===== config.mk =====
export PLATFORM = sky130hd
export DESIGN_NAME = mask_centroid
export DESIGN_NICKNAME = d
export VERILOG_FILES = /design/src/rtl/mask_centroid.sv
export SDC_FILE = /design/constraint.sdc
export NUM_CORES = 1
export LEC_CHECK = 0
export ABC_AREA = 1
export ABC_CLOCK_PERIOD_IN_PS = 2250
export CORE_ASPECT_RATIO = 1.25
export CORE_MARGIN = 8
export CORE_UTILIZATION = 35
export CTS_CLUSTER_DIAMETER = 50
export DETAILED_ROUTE_END_ITERATION = 10
export DONT_BUFFER_PORTS = 1
export HOLD_SLACK_MARGIN = 0.05
export PLACE_DENSITY_LB_ADDON = 0.2
export REMOVE_ABC_BUFFERS = 1
export SLEW_MARGIN = 10
export SYNTH_ARGS = -nofsm -noshare
export SYNTH_HDL_FRONTEND = slang
export SYNTH_SLANG_ARGS = --single-unit
export TNS_END_PERCENT = 10

===== constraint.sdc =====
create_clock -name clk -period 2.25 [get_ports clk]
set_input_delay 0.225 -clock clk [delete_from_list [all_inputs] [get_ports clk]]
set_output_delay 0.225 -clock clk [all_outputs]
set_load 0.005 [all_outputs]

===== src/rtl/mask_centroid.sv =====
// mask_centroid: accumulates x/y sums and count of masked pixels per frame,
// then serially divides at frame end to give the integer centroid.
//
// Ports:
//   clk        : pixel clock, rising edge
//   rst        : async reset, active-low
//   hcount     : x of current mask sample (0..H_RES-1)
//   vcount     : y of current mask sample (0..V_RES-1)
//   data_valid : sample is in the active area
//   mask       : threshold result aligned to hcount/vcount
//   frame_done : one-cycle end-of-frame pulse
//   x_out      : floor(x_sum/count)
//   y_out      : floor(y_sum/count)
//   out_valid  : one-cycle pulse when x_out/y_out update
//   busy       : division in progress
//
// Optional: define CENTROID_BBOX_EN to add x_min/x_max/y_min/y_max,
// the bounding box of masked pixels, updated together with x_out/y_out.
`timescale 1ns/1ps

module mask_centroid #(
  parameter int H_RES     = 1280,
  parameter int V_RES     = 720,
  parameter int MIN_COUNT = 1,
  localparam int XW = $clog2(H_RES),
  localparam int YW = $clog2(V_RES)
) (
  input  logic          clk,
  input  logic          rst,
  input  logic [XW-1:0] hcount,
  input  logic [YW-1:0] vcount,
  input  logic          data_valid,
  input  logic          mask,
  input  logic          frame_done,
  output logic [XW-1:0] x_out,
  output logic [YW-1:0] y_out,
  output logic          out_valid,
  output logic          busy
`ifdef CENTROID_BBOX_EN
  ,
  output logic [XW-1:0] x_min,
  output logic [XW-1:0] x_max,
  output logic [YW-1:0] y_min,
  output logic [YW-1:0] y_max
`endif
);

  localparam logic [19:0] MIN_C = 20'(MIN_COUNT);

  typedef enum logic [1:0] {
    IDLE,
    DIVIDE,
    DONE
  } state_t;

  state_t st_q, st_d;

  logic [31:0] x_acc_q, y_acc_q;
  logic [19:0] cnt_acc_q;
  logic [31:0] x_sum_d, y_sum_d;
  logic [19:0] cnt_sum_d;
  logic        hit;

  logic [31:0] qx_q, qy_q;
  logic [19:0] rx_q, ry_q;
  logic [19:0] dv_q;
  logic [4:0]  it_q;

  logic [20:0] trx, try_;
  logic        gex, gey;
  logic [19:0] rx_d, ry_d;

  logic [XW-1:0] x_out_q;
  logic [YW-1:0] y_out_q;
  logic          ov_q;

  logic load, step;

  // Running totals including this cycle's sample, so a sample that
  // coincides with frame_done still lands in the snapshot.
  assign hit       = data_valid & mask;
  assign x_sum_d   = x_acc_q
                   + (hit ? {{(32-XW){1'b0}}, hcount} : 32'd0);
  assign y_sum_d   = y_acc_q
                   + (hit ? {{(32-YW){1'b0}}, vcount} : 32'd0);
  assign cnt_sum_d = cnt_acc_q + (hit ? 20'd1 : 20'd0);

  always_ff @(posedge clk or negedge rst) begin
    if (!rst) begin
      x_acc_q   <= '0;
      y_acc_q   <= '0;
      cnt_acc_q <= '0;
    end else if (frame_done) begin
      x_acc_q   <= '0;
      y_acc_q   <= '0;
      cnt_acc_q <= '0;
    end else begin
      x_acc_q   <= x_sum_d;
      y_acc_q   <= y_sum_d;
      cnt_acc_q <= cnt_sum_d;
    end
  end

  always_comb begin
    st_d = st_q;
    load = 1'b0;
    step = 1'b0;
    unique case (st_q)
      IDLE: begin
        if (frame_done && cnt_sum_d >= MIN_C) begin
          st_d = DIVIDE;
          load = 1'b1;
        end
      end
      DIVIDE: begin
        step = 1'b1;
        if (it_q == 5'd31) st_d = DONE;
      end
      DONE: st_d = IDLE;
      default: st_d = IDLE;
    endcase
  end

  always_ff @(posedge clk or negedge rst) begin
    if (!rst) st_q <= IDLE;
    else      st_q <= st_d;
  end

  // Restoring divide step: shift the next dividend bit into the
  // remainder, subtract when it fits. Remainder stays below the
  // divisor, so 20 bits suffice once the trial bit is consumed.
  assign trx  = {rx_q, qx_q[31]};
  assign try_ = {ry_q, qy_q[31]};
  assign gex  = trx >= {1'b0, dv_q};
  assign gey  = try_ >= {1'b0, dv_q};
  assign rx_d = gex ? trx[19:0] - dv_q : trx[19:0];
  assign ry_d = gey ? try_[19:0] - dv_q : try_[19:0];

  always_ff @(posedge clk or negedge rst) begin
    if (!rst) begin
      qx_q <= '0;
      qy_q <= '0;
      rx_q <= '0;
      ry_q <= '0;
      dv_q <= '0;
      it_q <= '0;
    end else if (load) begin
      qx_q <= x_sum_d;
      qy_q <= y_sum_d;
      rx_q <= '0;
      ry_q <= '0;
      dv_q <= cnt_sum_d;
      it_q <= '0;
    end else if (step) begin
      qx_q <= {qx_q[30:0], gex};
      qy_q <= {qy_q[30:0], gey};
      rx_q <= rx_d;
      ry_q <= ry_d;
      it_q <= it_q + 5'd1;
    end
  end

  always_ff @(posedge clk or negedge rst) begin
    if (!rst) begin
      x_out_q <= '0;
      y_out_q <= '0;
      ov_q    <= 1'b0;
    end else begin
      ov_q <= (st_q == DONE);
      if (st_q == DONE) begin
        x_out_q <= qx_q[XW-1:0];
        y_out_q <= qy_q[YW-1:0];
      end
    end
  end

  assign x_out     = x_out_q;
  assign y_out     = y_out_q;
  assign out_valid = ov_q;
  assign busy      = (st_q != IDLE);

`ifdef CENTROID_BBOX_EN
  logic [XW-1:0] xmn_q, xmx_q, xmn_d, xmx_d;
  logic [YW-1:0] ymn_q, ymx_q, ymn_d, ymx_d;
  logic [XW-1:0] sxmn_q, sxmx_q, x_min_q, x_max_q;
  logic [YW-1:0] symn_q, symx_q, y_min_q, y_max_q;

  always_comb begin
    xmn_d = xmn_q;
    xmx_d = xmx_q;
    ymn_d = ymn_q;
    ymx_d = ymx_q;
    if (hit) begin
      if (hcount < xmn_q) xmn_d = hcount;
      if (hcount > xmx_q) xmx_d = hcount;
      if (vcount < ymn_q) ymn_d = vcount;
      if (vcount > ymx_q) ymx_d = vcount;
    end
  end

  always_ff @(posedge clk or negedge rst) begin
    if (!rst) begin
      xmn_q <= '1;
      xmx_q <= '0;
      ymn_q <= '1;
      ymx_q <= '0;
    end else if (frame_done) begin
      xmn_q <= '1;
      xmx_q <= '0;
      ymn_q <= '1;
      ymx_q <= '0;
    end else begin
      xmn_q <= xmn_d;
      xmx_q <= xmx_d;
      ymn_q <= ymn_d;
      ymx_q <= ymx_d;
    end
  end

  always_ff @(posedge clk or negedge rst) begin
    if (!rst) begin
      sxmn_q  <= '0;
      sxmx_q  <= '0;
      symn_q  <= '0;
      symx_q  <= '0;
      x_min_q <= '0;
      x_max_q <= '0;
      y_min_q <= '0;
      y_max_q <= '0;
    end else begin
      if (load) begin
        sxmn_q <= xmn_d;
        sxmx_q <= xmx_d;
        symn_q <= ymn_d;
        symx_q <= ymx_d;
      end
      if (st_q == DONE) begin
        x_min_q <= sxmn_q;
        x_max_q <= sxmx_q;
        y_min_q <= symn_q;
        y_max_q <= symx_q;
      end
    end
  end

  assign x_min = x_min_q;
  assign x_max = x_max_q;
  assign y_min = y_min_q;
  assign y_max = y_max_q;
`endif

endmodule

==> results of run 1 <==
[sequential cells by signal, indices dropped and copies added (netlist names)]
signal     flops
out_valid      1
x_acc_q       32
qx_q          32
dv_q          20
it_q           5
x_out         11
qy_q          32
y_out         10
cnt_acc_q     20
ry_q          20
y_acc_q       32
rx_q          20
st_q           2
[worst max-delay path: cells and delay by family, from the launching register on]
kind / cells / cell delay [ns]
AOI/OAI and AO/OA: 2 / 0.30
adders and majority gates: 1 / 0.30
buffers and inverters: 4 / 0.59
DFF: 1 / 0.35
and+or+nand+nor: 7 / 0.77
[layer usage]
metal,GRT usage (%),routed length (um)
met1,21.54,19990
met2,32.63,23750
met3,1.938,1382
met4,5.809,1318
met5,0,0
[cell families (layout without fill, tap and decap cells)]
kind of cell    Yosys count  after routing  synth area share, %
buf+inv                 282            561                7.887
xor+xnor                 72             72                4.145
compound gates          211            211                7.640
simple gates           1180           1180                35.39
flops                   237            237                38.98
fa+ha+maj                70             70                5.954
[worst max path at each step]
stage / from / endpoint / slack [ns] / cells past startpoint
finish: dv_q[6]$_DFFE_PN0P_ / ry_q[12]$_DFFE_PN0P_ / -0.19 / 14
global route: cnt_acc_q[0]$_DFF_PN0_ / ry_q[11]$_DFFE_PN0P_ / -0.31 / 17
CTS: cnt_acc_q[0]$_DFF_PN0_ / rx_q[0]$_DFFE_PN0P_ / -0.23 / 17
detailed placement: data_valid / qy_q[18]$_DFFE_PN0P_ / -0.34 / 17
global placement: data_valid / qy_q[31]$_DFFE_PN0P_ / -0.33 / 14
floorplan: st_q[0]$_DFFE_PN0P_ / ry_q[0]$_DFFE_PN0P_ / -5.35 / 5
[through the flow]
step	hold WS (ns)	area, um2	std cells	TNS (ns)	setup WS, ns
2_1_floorplan	-0.07059	14790	1976	-621.41	-5.350
3_3_place_gp	-0.04242	17710	2808	-39.20	-0.3264
3_5_place_dp	-0.04251	17710	2808	-42.80	-0.3445
4_1_cts	-0.6647	19540	2888	-17.04	-0.2259
5_1_grt	-0.6533	20050	2896	-31.06	-0.3068
6_report	-0.6249	20050	2896	-14.53	-0.1887
[power groups by stage]
stage                     Combinational [W]  Clock (W)  Sequential [W]
final                                0.0110    0.00516         0.00623
after global routing                 0.0122    0.00545         0.00637
after CTS                            0.0105    0.00530         0.00620
after floorplan                     0.00654          0         0.00596
after global placement              0.00985          0         0.00624
after detailed placement             0.0100          0         0.00626
[cell usage after synthesis, types with 20 or more instances]
cell	n	area share (%)
inv_1	206	5.1
o21ai_0	85	2.8
a21oi_1	81	2.7
clkbuf_1	35	0.86
dfrtp_1	237	39
nand3_1	251	8.3
nand4_1	33	1.4
xnor2_1	28	1.6
xor2_1	44	2.5
buf_2	22	0.72
ha_1	66	5.4
nand2_1	545	13
nor3_1	20	0.66
nor2_1	221	5.5
nand3_2	60	3.9
[what timing repair did]
item	4_1_cts	5_1_grt
endpoints found under the hold margin	321	237
pin swaps	21	20
endpoints found under the setup margin	130	157
setup buffers	15	4
cloned	5	4
gates resized for setup	104	103
[final cells by class]
type                       count  area [um2]  share of cell area, %
clock buffer                  35       830.8                  4.143
clock inverter                21       250.2                  1.248
inverter                     206       775.7                  3.869
multi-input combinational   1533        8768                  43.73
sequential                   237        5931                  29.58
tap                          565       706.9                  3.526
timing repair buffer         299        2789                  13.91
==> impl_metrics.csv, run 1 <==
group,metric,value,unit
outcome,status,"finished, violations left",
outcome,violations,"hold timing, setup timing",
drt,via_count,14449,
clock_tree,clk_pin_slew,0.07,ns
job,max_cap_viol_count,0,
critical_path,worst_setup_path_start_kind,"register",
clock_tree,ctsHtreeMaxLevel,1,
hold_path,min_path_type,"input port to asynchronous set/reset pin",
power_and_ir_drop,peakVddDrop,1.079,mV
critical_path,rrSetupSlack,-0.19,ns
critical_path,worstReg2RegEnd,"ry_q[12]$_DFFE_PN0P_",
global_routing,grt_max_degree,238,
floorplan,die_h,249.1,um
global_routing,grt.overflow.total,0,
floorplan,rows,85,
power_and_ir_drop,comb_power_share,49.0,%
timing,postLayoutSetupSlackWorst,-0.1887,ns
drt,drc_errors,0,
logic_synthesis,yosysWarningCount,0,
power_and_ir_drop,power.density,1114,nW/um2
critical_path,timing.rr.start,"dv_q[6]$_DFFE_PN0P_",
critical_path,critPathMaxStageDelay,0.35,ns
logic_synthesis,syn_area,15210,um2
timing,post-route-period-util,108.4,%
clock_tree,clk_path_buf_depth,3,
place,place_hpwl,32340,um
critical_path,worstSetupPathType,"register to register",
critical_path,cp.arrival,2.90,ns
logic_synthesis,synth_seq_cells,237,
timing,max_freq,410.1,MHz
layout,final_cell_mix,"524 x nand2_1, 249 x buf_4, 237 x dfrtp_1, 206 x nor2_1, 202 x inv_1",
power_and_ir_drop,power_switching,0.009026,W
critical_path,r2r_cells,14,
clock_tree,cts_made_buffers,30,
timing,finalMaxSlewViolations,0,
drt,first_pass_iters,5,
logic_synthesis,yosys_most_used_dff,"dfrtp_1",
power_and_ir_drop,power_frac_clock,23.1,%
critical_path,critPathMaxFanout,20,
power_and_ir_drop,p_seq_share,27.9,%
logic_synthesis,netlist_instances,2052,
drt,first_iter_violations,761,
global_routing,grt_use_total,17.89,%
logic_synthesis,ys_async_sr_fraction,100.0,%
critical_path,crit_chain,"inv_1 -> buf_4 -> ha_1 -> a21oi_2 -> nor2_1 -> nor2_1 -> nor2_1 -> o21ai_1 -> nand4_1 -> buf_4 -> clkbuf_16 -> or2_2 -> nand3_1 -> nand2_1",
layout,syn_to_final_growth,31.80,%
layout,final_common_cell,"nand2_1",
logic_synthesis,synth.distinct_cells,39,
layout,post-route-util,46.67,%
critical_path,crit_top_cell,"nor2_1",
timing,rsz0062_at_grt,"yes",
logic_synthesis,synth_edf_count,0,
timing,period_minus_slack,2.439,ns
logic_synthesis,seq_area_frac_synth,38.98,%
floorplan,start_util,35.41,%
power_and_ir_drop,p_leak,9.821,nW
layout,nets,2403,
floorplan,boundaryPins,49,
drt,routed_wl,46430,um
clock_tree,clkLatencyLatePin,0.58,ns
floorplan,coreArea,42970,um2
timing,fin_hold_ws,-0.6249,ns
timing,setup_viol,127,
power_and_ir_drop,total_power,0.02234,W
floorplan,dieArea,50440,um2
drt,viasPerCell,4.989,
critical_path,worst_setup_path_end_kind,"register",
timing,hold_violations,237,
timing,finalClockSkew,0.01788,ns
global_routing,antenna_found_initial,0,
drt,drt-wirelength-per-cell,16.03,um
timing,tightest_slew,0.8767,ns
power_and_ir_drop,intPower,0.01332,W
critical_path,cpMaxStageDelayCell,"dfrtp_1",
global_routing,grt_pass1_wl,75250,um
layout,nFillCells,4289,
place,portBuffers,0,
clock_tree,cts-hold-fix-buffers,4,
drt,postRouteAntennaNets,0,
place,gp_congestion,0.9287,
power_and_ir_drop,switching_share,40.40,%
critical_path,crit_required,2.71,ns
floorplan,fp.dieW,202.5,um
clock_tree,cts_sinks,237,
clock_tree,cts_root_buf,"clkbuf_16",
global_routing,grt_pass1_vias,14891,
layout,drive_above_1_share,24.67,%
logic_synthesis,syn_avg_cell_area,7.414,um2
clock_tree,cts_tree,"yes",
timing,max_slew_margin,41.49,%
layout,antennaDiodeCount,0,
No activity file was read; power rests on OpenSTA's default activity.
==> run 2: changes to the inputs <==
--- a/config.mk
+++ b/config.mk
@@ -5,9 +5,8 @@
 export SDC_FILE = /design/constraint.sdc
 export NUM_CORES = 1
 export LEC_CHECK = 0
-export ABC_AREA = 1
+export ABC_AREA = 0
 export ABC_CLOCK_PERIOD_IN_PS = 2250
-export CORE_ASPECT_RATIO = 1.25
 export CORE_MARGIN = 8
 export CORE_UTILIZATION = 35
 export CTS_CLUSTER_DIAMETER = 50
==> impl_metrics.csv, run 2 <==
group,metric,value,unit
outcome,status,"finished, violations left",
outcome,violations,"hold timing, setup timing",
global_routing,antenna_found_initial,1,
critical_path,crit_required,2.67,ns
place,gp_congestion,0.8606,
logic_synthesis,yosysWarningCount,0,
logic_synthesis,netlist_instances,1359,
critical_path,rrSetupSlack,-1.04,ns
floorplan,start_util,35.48,%
critical_path,timing.rr.start,"cnt_acc_q[0]$_DFF_PN0_",
clock_tree,clk_pin_slew,0.06,ns
layout,final_cell_mix,"237 x dfrtp_1, 230 x buf_4, 138 x nor2_1, 95 x nand2_1, 63 x o21ai_1",
power_and_ir_drop,power.density,1237,nW/um2
timing,post-route-period-util,146.0,%
clock_tree,ctsHtreeMaxLevel,2,
global_routing,grt_pass1_vias,10895,
logic_synthesis,synth.distinct_cells,68,
clock_tree,cts-hold-fix-buffers,1,
global_routing,grt.overflow.total,0,
critical_path,crit_cells,15,
timing,setup_viol,146,
logic_synthesis,synth_edf_count,0,
logic_synthesis,synth_common_cells,"237 x dfrtp_1, 150 x nor2_1, 120 x o21ai_0",
layout,final_common_cell,"dfrtp_1",
critical_path,path_buf_inv,4,
place,dp.cells,2000,
layout,syn_to_final_growth,33.75,%
floorplan,die_h,208.4,um
floorplan,boundaryPins,49,
place,place_hpwl,24040,um
timing,fin_hold_ws,-0.5789,ns
drt,postRouteAntennaNets,0,
timing,tightest_slew,0.5369,ns
critical_path,worst_setup_path_end_kind,"register",
timing,finalClockSkew,0.02013,ns
floorplan,rows,70,
logic_synthesis,yosys-top-cells-area,"dfrtp_1 46%, ha_1 6.4%, o21ai_0 4.6%",
logic_synthesis,synth_top_area_cell,"dfrtp_1",
global_routing,grt_pass1_wl,58200,um
timing,postLayoutSetupSlackWorst,-1.035,ns
critical_path,worstSetupEndpoint,"ry_q[19]$_DFFE_PN0P_",
clock_tree,cts_root_buf,"clkbuf_16",
critical_path,crit_chain,"ha_2 -> ha_4 -> nand3_4 -> nor4_4 -> nand3_1 -> a221o_1 -> or4b_4 -> o41ai_4 -> buf_4 -> buf_4 -> a21o_4 -> buf_12 -> clkbuf_16 -> nand2_1 -> o211ai_1",
timing,hold_violations,237,
timing,max_freq,304.4,MHz
logic_synthesis,yosysMostFrequentCell,"dfrtp_1",
clock_tree,clk_path_buf_depth,3,
clock_tree,cts_tree,"yes",
timing,rsz0062_at_grt,"yes",
logic_synthesis,syn_avg_cell_area,9.535,um2
global_routing,grt_max_degree,238,
critical_path,cp.arrival,3.71,ns
logic_synthesis,seq_area_frac_synth,45.77,%
power_and_ir_drop,peakVddDrop,0.6379,mV
timing,max_slew_margin,64.07,%
drt,first_pass_iters,5,
drt,first_iter_violations,598,
logic_synthesis,synth_seq_cells,237,
drt,routed_wl,36950,um
power_and_ir_drop,p_leak,7.901,nW
logic_synthesis,ys_async_sr_fraction,100.0,%
drt,viasPerCell,5.217,
logic_synthesis,yosys.area.top_type_share,45.77,%
place,portBuffers,0,
job,max_cap_viol_count,0,
critical_path,r2r_cells,15,
layout,drive_above_1_share,27.69,%
critical_path,crit_top_cell,"buf_4",
logic_synthesis,yosys_most_used_dff,"dfrtp_1",
place,post-place-ws,-1.058,ns
floorplan,fp.dieW,208.4,um
drt,drt-wirelength-per-cell,17.71,um
clock_tree,cts_sinks,237,
critical_path,worst_setup_path_start_kind,"register",
critical_path,critPathMaxFanout,12,
layout,multi_input_area,7071,um2
layout,fin_cells,2086,
critical_path,worstReg2RegEnd,"ry_q[19]$_DFFE_PN0P_",
critical_path,critPathMaxStageDelay,0.50,ns
clock_tree,clkLatencyLatePin,0.51,ns
layout,seq_area,5931,um2
logic_synthesis,syn_area,12960,um2
floorplan,coreArea,36520,um2
global_routing,grt_use_total,16.38,%
layout,nFillCells,3448,
drt,drc_errors,0,
hold_path,min_path_type,"input port to asynchronous set/reset pin",
critical_path,worstSetupPathType,"register to register",
floorplan,dieArea,43440,um2
layout,antennaDiodeCount,0,
layout,nets,1691,
clock_tree,cts_made_buffers,34,
critical_path,crit_family,"simple AND/OR/NAND/NOR gates",
drt,via_count,10883,
timing,period_minus_slack,3.285,ns
timing,finalMaxSlewViolations,0,
critical_path,crit_path_start,"cnt_acc_q[0]$_DFF_PN0_",
critical_path,cpMaxStageDelayCell,"or4b_4",
run 2: cell types whose count changed after synthesis, sizes merged, moves of 28 or more:
| cell | delta |
|---|---|
| nand2 | -443 |
| nand3 | -253 |
| inv | -148 |
| nor2 | -75 |
| a22oi | +43 |
| and3 | +40 |
| o21ai | +39 |
| a21oi | -28 |
| xnor2 | +28 |
run 2: timing repair:
action	4_1_cts	5_1_grt
hold endpoints to repair	321	237
pin swaps	45	22
resized for setup	122	83
endpoints found under the setup margin	171	168
cloned	5	7
buffers inserted	8	6
run 2: power breakdown:
group	internal [W]	switching, W
Clock	0.00308	0.00201
Combinational	0.00514	0.00509
Sequential	0.00534	0.000772
Total	0.0136	0.00787
run 2: worst min path at each step:
stage | depth (start not counted) | from | to | slack (ns)
detailed placement | 0 | rst | out_valid$_DFF_PN0_ | -0.06
finish | 0 | rst | cnt_acc_q[18]$_DFF_PN0_ | -0.58
CTS | 0 | rst | cnt_acc_q[17]$_DFF_PN0_ | -0.60
global placement | 0 | rst | cnt_acc_q[18]$_DFF_PN0_ | -0.06
floorplan | 0 | rst | cnt_acc_q[0]$_DFF_PN0_ | -0.07
global route | 0 | rst | dv_q[11]$_DFFE_PN0P_ | -0.60
run 2: cells by family (layout without fill, tap and decap cells):
kind of cell / after synthesis / after routing / synth area share (%)
and+or+nand+nor: 455 / 455 / 16.79
AOI/OAI and AO/OA: 345 / 345 / 17.34
DFF: 237 / 237 / 45.77
buffers and inverters: 122 / 381 / 3.862
xor gates and xnor gates: 103 / 103 / 6.961
adders and majority gates: 70 / 70 / 6.990
muxes: 27 / 27 / 2.288
run 2: layer usage:
layer  routed length, um  up-vias  global-route usage [%]  share of wire, %
li1                    -     5328                       -                 -
met1               16880     5324                   21.30                46
met4                1007        2                   5.262               2.7
met5                  10        -                       0             0.027
met2               17660      167                   27.32                48
met3                1385       62                   2.961               3.7
run 2: through the flow:
stage | power, W | setup TNS (ns) | util (%) | instance area (um2)
CTS | 0.02099 | -117.96 | 46.24 | 16890
global placement | 0.01526 | -142.44 | 41.60 | 15190
detailed placement | 0.01539 | -149.99 | 41.60 | 15190
global route | 0.02303 | -150.66 | 47.45 | 17330
finish | 0.02143 | -126.97 | 47.45 | 17330
floorplan | 0.01160 | -262.59 | - | 12680
run 2: area by class of cell:
class                   instances  area share [%]
inverters                      58           1.256
flip-flops and latches        237           34.22
clock inverters                14          0.7075
well taps                     468           3.379
clock buffers                  45           5.443
multi-input cells            1000           40.80
repair buffers                264           14.20
run 2: worst register-to-register path: stages (launching register included):
cell       delay (ns)
dfrtp_1          0.35
ha_2             0.20
ha_4             0.15
nand3_4          0.09
nor4_4           0.23
nand3_1          0.13
a221o_1          0.35
or4b_4           0.50
o41ai_4          0.30
buf_4            0.17
buf_4            0.10
a21o_4           0.13
buf_12           0.15
clkbuf_16        0.19
nand2_1          0.06
o211ai_1         0.09
